===== config.mk =====
export PLATFORM = sky130hd
export DESIGN_NAME = mano_seq_ctrl
export DESIGN_NICKNAME = d
export VERILOG_FILES = /design/src/rtl/mano_seq_ctrl.sv
export SDC_FILE = /design/constraint.sdc
export NUM_CORES = 1
export LEC_CHECK = 0
export CAP_MARGIN = 20
export CORE_MARGIN = 2
export CORE_UTILIZATION = 38
export CTS_BUF_LIST = sky130_fd_sc_hd__clkbuf_4 sky130_fd_sc_hd__clkbuf_8 sky130_fd_sc_hd__clkbuf_16
export CTS_CLUSTER_DIAMETER = 30
export CTS_CLUSTER_SIZE = 12
export DETAILED_ROUTE_END_ITERATION = 16
export MAX_ROUTING_LAYER = met4
export PLACE_DENSITY = 0.88
export SYNTH_ARGS = -nofsm -noshare
export SYNTH_HDL_FRONTEND = slang
export SYNTH_SLANG_ARGS = --single-unit

===== constraint.sdc =====
create_clock -name CLK -period 2.1 [get_ports CLK]
set_input_delay 0.21 -clock CLK [delete_from_list [all_inputs] [get_ports CLK]]
set_output_delay 0.21 -clock CLK [all_outputs]
set_load 0.03 [all_outputs]

===== src/rtl/mano_seq_ctrl.sv =====
// Mano basic computer timing sequencer: SC, RUN, one-hot T and fetch/decode/indirect strobes.
// Define MANO_INT_CYCLE_EN to add the interrupt (R) cycle with IEN/FGI/FGO inputs and R_CYC output.
module mano_seq_ctrl #(
  parameter int NUM_T      = 6,
  parameter bit AUTO_START = 1'b0
) (
  input  logic             CLK,
  input  logic             RST,
  input  logic             START,
  input  logic [15:0]      IR,
  input  logic             SC_CLR,
`ifdef MANO_INT_CYCLE_EN
  input  logic             IEN,
  input  logic             FGI,
  input  logic             FGO,
  output logic             R_CYC,
`endif
  output logic [NUM_T-1:0] T,
  output logic [7:0]       D,
  output logic             I,
  output logic             RUN,
  output logic             FETCH_AR,
  output logic             IR_LD,
  output logic             PC_INC,
  output logic             MEM_RD,
  output logic             ADDR_AR,
  output logic             INDIR_AR,
  output logic             SEQ_ERR
);
  // state  | meaning
  // S_HALT | RUN=0, SC held at 0, T all zero, waiting for START
  // S_RUN  | RUN=1, SC stepping through T0..T(NUM_T-1)
  typedef enum logic {S_HALT = 1'b0, S_RUN = 1'b1} state_t;

  localparam int             SCW     = $clog2(NUM_T);
  localparam logic [SCW-1:0] SC_LAST = SCW'(NUM_T - 1);
  localparam logic [SCW-1:0] SC_T2   = SCW'(2);
  localparam logic [SCW-1:0] SC_T3   = SCW'(3);

  state_t         state_q, state_d;
  logic [SCW-1:0] sc_q, sc_d;
  logic [7:0]     d_q, d_d;
  logic           i_q, i_d;
  logic           err_q, err_d;
  logic           r_q;
  logic           run;
  logic           hlt;
  logic           unused_ir_bits;

  assign unused_ir_bits = ^IR[11:1];
  assign run = (state_q == S_RUN);

  always_comb begin
    T = '0;
    for (int k = 0; k < NUM_T; k++)
      T[k] = run && (sc_q == SCW'(k));
  end

  assign hlt = T[3] & d_q[7] & ~i_q & IR[0];

  always_ff @(posedge CLK) begin
    if (RST) begin
      state_q <= AUTO_START ? S_RUN : S_HALT;
      sc_q    <= '0;
      d_q     <= '0;
      i_q     <= 1'b0;
      err_q   <= 1'b0;
    end else begin
      state_q <= state_d;
      sc_q    <= sc_d;
      d_q     <= d_d;
      i_q     <= i_d;
      err_q   <= err_d;
    end
  end

  always_comb begin
    state_d = state_q;
    sc_d    = sc_q;
    d_d     = d_q;
    i_d     = i_q;
    err_d   = err_q;
    case (state_q)
      S_HALT: begin
        if (START) begin
          state_d = S_RUN;
          sc_d    = '0;
        end
      end
      S_RUN: begin
        if (hlt) begin
          state_d = S_HALT;
          sc_d    = '0;
        end else if (r_q && (sc_q == SC_T2)) begin
          sc_d = '0;
        end else if (SC_CLR && (sc_q >= SC_T3)) begin
          sc_d = '0;
        end else if (sc_q == SC_LAST) begin
          sc_d  = '0;
          err_d = 1'b1;
        end else begin
          sc_d = sc_q + 1'b1;
        end
        // Decode is skipped during RT2 so the interrupted instruction's D/I survive.
        if ((sc_q == SC_T2) && !r_q) begin
          d_d = 8'(1) << IR[14:12];
          i_d = IR[15];
        end
      end
      default: begin
        state_d = S_HALT;
        sc_d    = '0;
      end
    endcase
  end

`ifdef MANO_INT_CYCLE_EN
  logic r_d;

  always_comb begin
    r_d = r_q;
    if (r_q && T[2])
      r_d = 1'b0;
    else if (run && (sc_q >= SC_T3) && IEN && (FGI | FGO))
      r_d = 1'b1;
  end

  always_ff @(posedge CLK) begin
    if (RST)
      r_q <= 1'b0;
    else
      r_q <= r_d;
  end

  assign R_CYC = r_q;
`else
  assign r_q = 1'b0;
`endif

  assign D        = d_q;
  assign I        = i_q;
  assign RUN      = run;
  assign SEQ_ERR  = err_q;
  assign INDIR_AR = T[3] & ~d_q[7] & i_q;
  assign FETCH_AR = T[0] & ~r_q;
  assign IR_LD    = T[1] & ~r_q;
  assign PC_INC   = T[1] & ~r_q;
  assign ADDR_AR  = T[2] & ~r_q;
  assign MEM_RD   = T[1] | INDIR_AR;

endmodule


# --- Yosys cells after proc, flatten, opt, wreduce, memory -nomap -nowiden ---
# Cells that the tools add are included.
word_totals:
  register_bits: 14
  input_bits: 20
  output_inout_bits: 23
op_classes:
  n_eq_ne: 6
  n_reduce_logical: 10
  n_lt_le_gt_ge: 1
  shifts: 1
  n_bitwise: 11
  n_mux: 8
  n_addsub: 1
op_table:
  columns: ["operator", "count"]
  rows:
  - ["$mux W3", 4]
  - ["$shl A1 B3 Y8 const A", 1]
  - ["$logic_and A1 B1 Y1", 7]
  - ["$eq A3 B2 Y1 const B", 2]
  - ["$eq A3 B3 Y1 const B", 2]
  - ["$pmux W3 S2", 1]
  - ["$and A1 B1 Y1", 5]
  - ["$not A1 Y1", 5]
  - ["$reduce_and A4 Y1", 1]
  - ["$add A3 B1 Y3 const B", 1]
  - ["$eq A3 B1 Y1 const B", 1]
  - ["$ge A3 B2 Y1 const B", 1]
  - ["$logic_not A3 Y1", 1]
  - ["$mux W1", 2]
  - ["$ne A2 B2 Y1 const B", 1]
  - ["$pmux W1 S2", 1]
  - ["$reduce_and A2 Y1", 1]
  - ["$or A1 B1 Y1", 1]

# --- Longest topological paths before layout ---
depth:
  ltp_word: 7
  depth_mapped: 6

# --- Least setup slack after synthesis ---
# No wires, ideal clock.
synth_timing:
  path_kind: "register to output"
  start: "register state_q, in the netlist RUN"
  end: "output port T[0]"
  stages_incl_launch_ff: 4
  path_buffers: 1
  setup_slack_ps: 84
  arrival_time_ps: 1806
  path_cell_list: "dfxtp_1 > nand2b_1 > nor3_1 > buf_4"
synth_between:
  elab_chain_len: 1
synth_rtl:
  columns: ["item", "line", "rtl"]
  rows:
  - ["from (decl)", "40", "state_t state_q, state_d;"]
  - ["from (signal assigned)", "63", "state_q <= AUTO_START ? S_RUN : S_HALT;"]
  - ["from (signal assigned)", "69", "state_q <= state_d;"]
  - ["$logic_and A1 B1 Y1", "56", "T[k] = run && (sc_q == SCW'(k));"]
  - ["to (decl)", "18", "output logic [NUM_T-1:0] T,"]
# Every way passes these cells.

# --- Worst setup path in the final report ---
layout_timing:
  start: "register sc_q[1]"
  end: "output port T[4]"
layout_between:
  elab_chain_len: 2
layout_rtl:
  columns: ["item", "line", "rtl"]
  rows:
  - ["from (decl)", "41", "logic [SCW-1:0] sc_q, sc_d;"]
  - ["from (signal assigned)", "64", "sc_q <= '0;"]
  - ["from (signal assigned)", "70", "sc_q <= sc_d;"]
  - ["$eq A3 B3 Y1", "56", null]
  - ["$logic_and A1 B1 Y1", "56", null]
# Every way passes these cells.

==> impl_metrics.toml <==
[cts]
numCtsBuffers = 3
htree_levels = 1
clock-root-buffer = "clkbuf_4"
tritoncts = "done"
path_clk_slew_ns = 0.08
hold_buffers = 0
cts_max_path_buffers = 2
cts_sinks = 14
postCtsSetupRepairBufs = 0
ctsResizeCount = 6
worstSkewPairLatency_ns = 0.27

[sta]
rsz0062_at_grt = "no"
fin_crit_sh_pct = 95.5
tightest_slew_ns = 0.547
period_needed_ns = 2.00
setup_viol = 0
setup_slack_ns = 0.0952
slew_viol_final = 0
tns_ns = 0
clock_skew_ns = 0.00576
fmax_mhz = 499
max_slew_margin_pct = 63.4
finalHoldViolCount = 0

[global_route]
grt_pass1_wl_um = 2840
grt_max_degree = 17
track_usage_pct = 18.4
antenna_found_initial = 0
grt_overflow = 0
grt_pass1_vias = 726

[run_status]
outcome = "finished clean"

[floorplanning]
coreArea_sq_um = 1730
dieArea_sq_um = 2190
io_pins = 43
die_y_um = 46.8
rows = 15
initial_core_util_pct = 40.4
die_w_um = 46.8

[logic_synthesis]
yosysTopAreaCell = "dfxtp_1"
synth.most_common_cell = "dfxtp_1"
synth_cells = 85
synth.distinct_cells = 28
yosysTopAreaCellShare_pct = 40.2
ys.flop_type = "dfxtp_1"
ys_seq_area_share_pct = 40.2
synth.avg_cell_area_sq_um = 8.20
ys_warn_count = 0
synth_edf_count = 0
synth-seq-cells = 14
yosys-top-cells-count = "dfxtp_1 (14), nand2_1 (13), a21oi_1 (9)"
synth_area_leaders = "dfxtp_1 (40%), nand2_1 (7.0%), a21oi_1 (6.5%)"
async_flop_share_pct = 0
netlist_area_sq_um = 697
synth_nets = 106

[place]
gp_congestion = 0.774
dp_slack_ns = 0.0389
port_buffers = 31
place_inst = 140
hpwl_um = 1350

[finish]
fill_cells = 178
drive_gt1_share_pct = 10.2
diodes = 0
syn2layout_area_growth_pct = 51.3
fin_util_pct = 61.1
instances_no_fill = 143
layout.nets = 141

[setup_path]
cp.required_ns = 1.89
endpoint_kind = "primary output"
worst-setup-path-type = "reg2out"
cp-start-kind = "flop"
critPathArrivalTime_ns = 1.79
critPathMaxFanout = 6

[power]
ir_drop_mv = 0.360
leakage_nw = 0.432
power_density_nw_per_um2 = 479
p_total_mw = 0.506

[detailed_routing]
drtIter0Drc = 17
wl_um = 1760
wl_per_cell_um = 12.3
firstDrtPassIters = 4
ant_nets = 0
post-route-drc-count = 0
dr_total_vias = 725
vias_per_cell = 5.07

[hold_path]
hold_path.class = "reg2reg"

[job]
drv_cap = 0
-- per-layer routing --
metal | vias to the layer above | global-route usage [%] | share of wire (%)
met4 | 0 | 7.22 | 0
met2 | 24 | 30.7 | 51
met5 | - | - | 0
met3 | 0 | 3.08 | 5.0
met1 | 337 | 22.1 | 44
li1 | 364 | - | -
-- cells by family (layout without fill, tap and decap cells) --
kind of cell | after synthesis | count (layout) | synth area share, %
simple gates | 42 | 42 | 32.9
flops | 14 | 14 | 40.2
fa+ha+maj | 1 | 1 | 1.80
compound gates | 16 | 16 | 14.2
mux | 1 | 1 | 1.62
buf+inv | 11 | 44 | 9.33
-- worst max-delay path, stage by stage (launching register included) --
cell and delay (ns):
dfxtp_1 0.32, buf_4 0.15, nand2b_1 0.21, nor3_1 0.16, clkdlybuf4s50_1 0.69
-- metrics by stage --
step	hold WS, ns	area, sq um
finish	0.454	1050
detailed placement	0.448	1030
global route	0.475	1050
CTS	0.459	1050
floorplan	0.312	697
global placement	0.443	1030
-- final timing paths --
path	slack [ns]	to	cells after the start	from
min reg2reg	0.45	D[1]	2	D[1]
max reg2reg	0.49	D[1]	5	RUN
max	0.1	T[4]	4	sc_q[1]
min	0.45	D[1]	2	D[1]
-- flip-flops by register name, indices dropped and copies added (netlist names) --
name / count
sc_q: 3
SEQ_ERR: 1
D: 8
I: 1
RUN: 1
-- where the power goes --
group	switching (mW)	internal [mW]
Combinational	0.0477	0.0389
Sequential	0.00342	0.269
Clock	0.0802	0.0663
-- placed cells by master, fill, tap and decap left out, types with 2 or more instances in the layout --
| cell | n |
|---|---|
| a21oi_1 | 9 |
| and2_1 | 2 |
| buf_4 | 6 |
| clkbuf_4 | 3 |
| clkdlybuf4s50_1 | 24 |
| dfxtp_1 | 14 |
| dlygate4sd2_1 | 3 |
| dlymetal6s2s_1 | 3 |
| inv_1 | 3 |
| nand2_1 | 13 |
| nand2b_1 | 4 |
| nand3_1 | 2 |
| nand3b_1 | 2 |
| nand4_1 | 2 |
| nand4b_1 | 3 |
| nor2_1 | 6 |
| nor3_1 | 4 |
| o31ai_1 | 2 |
| o41ai_1 | 2 |
-- area by class of cell --
cell class	count	area (sq um)	area share, %
multi-input combinational	60	352	33.3
inverter	4	15.0	1.42
clock buffer	3	22.5	2.14
sequential	14	280	26.6
timing repair buffer	37	354	33.6
tap	25	31.3	2.97
Note: power is estimated with default switching activity, not from simulation.
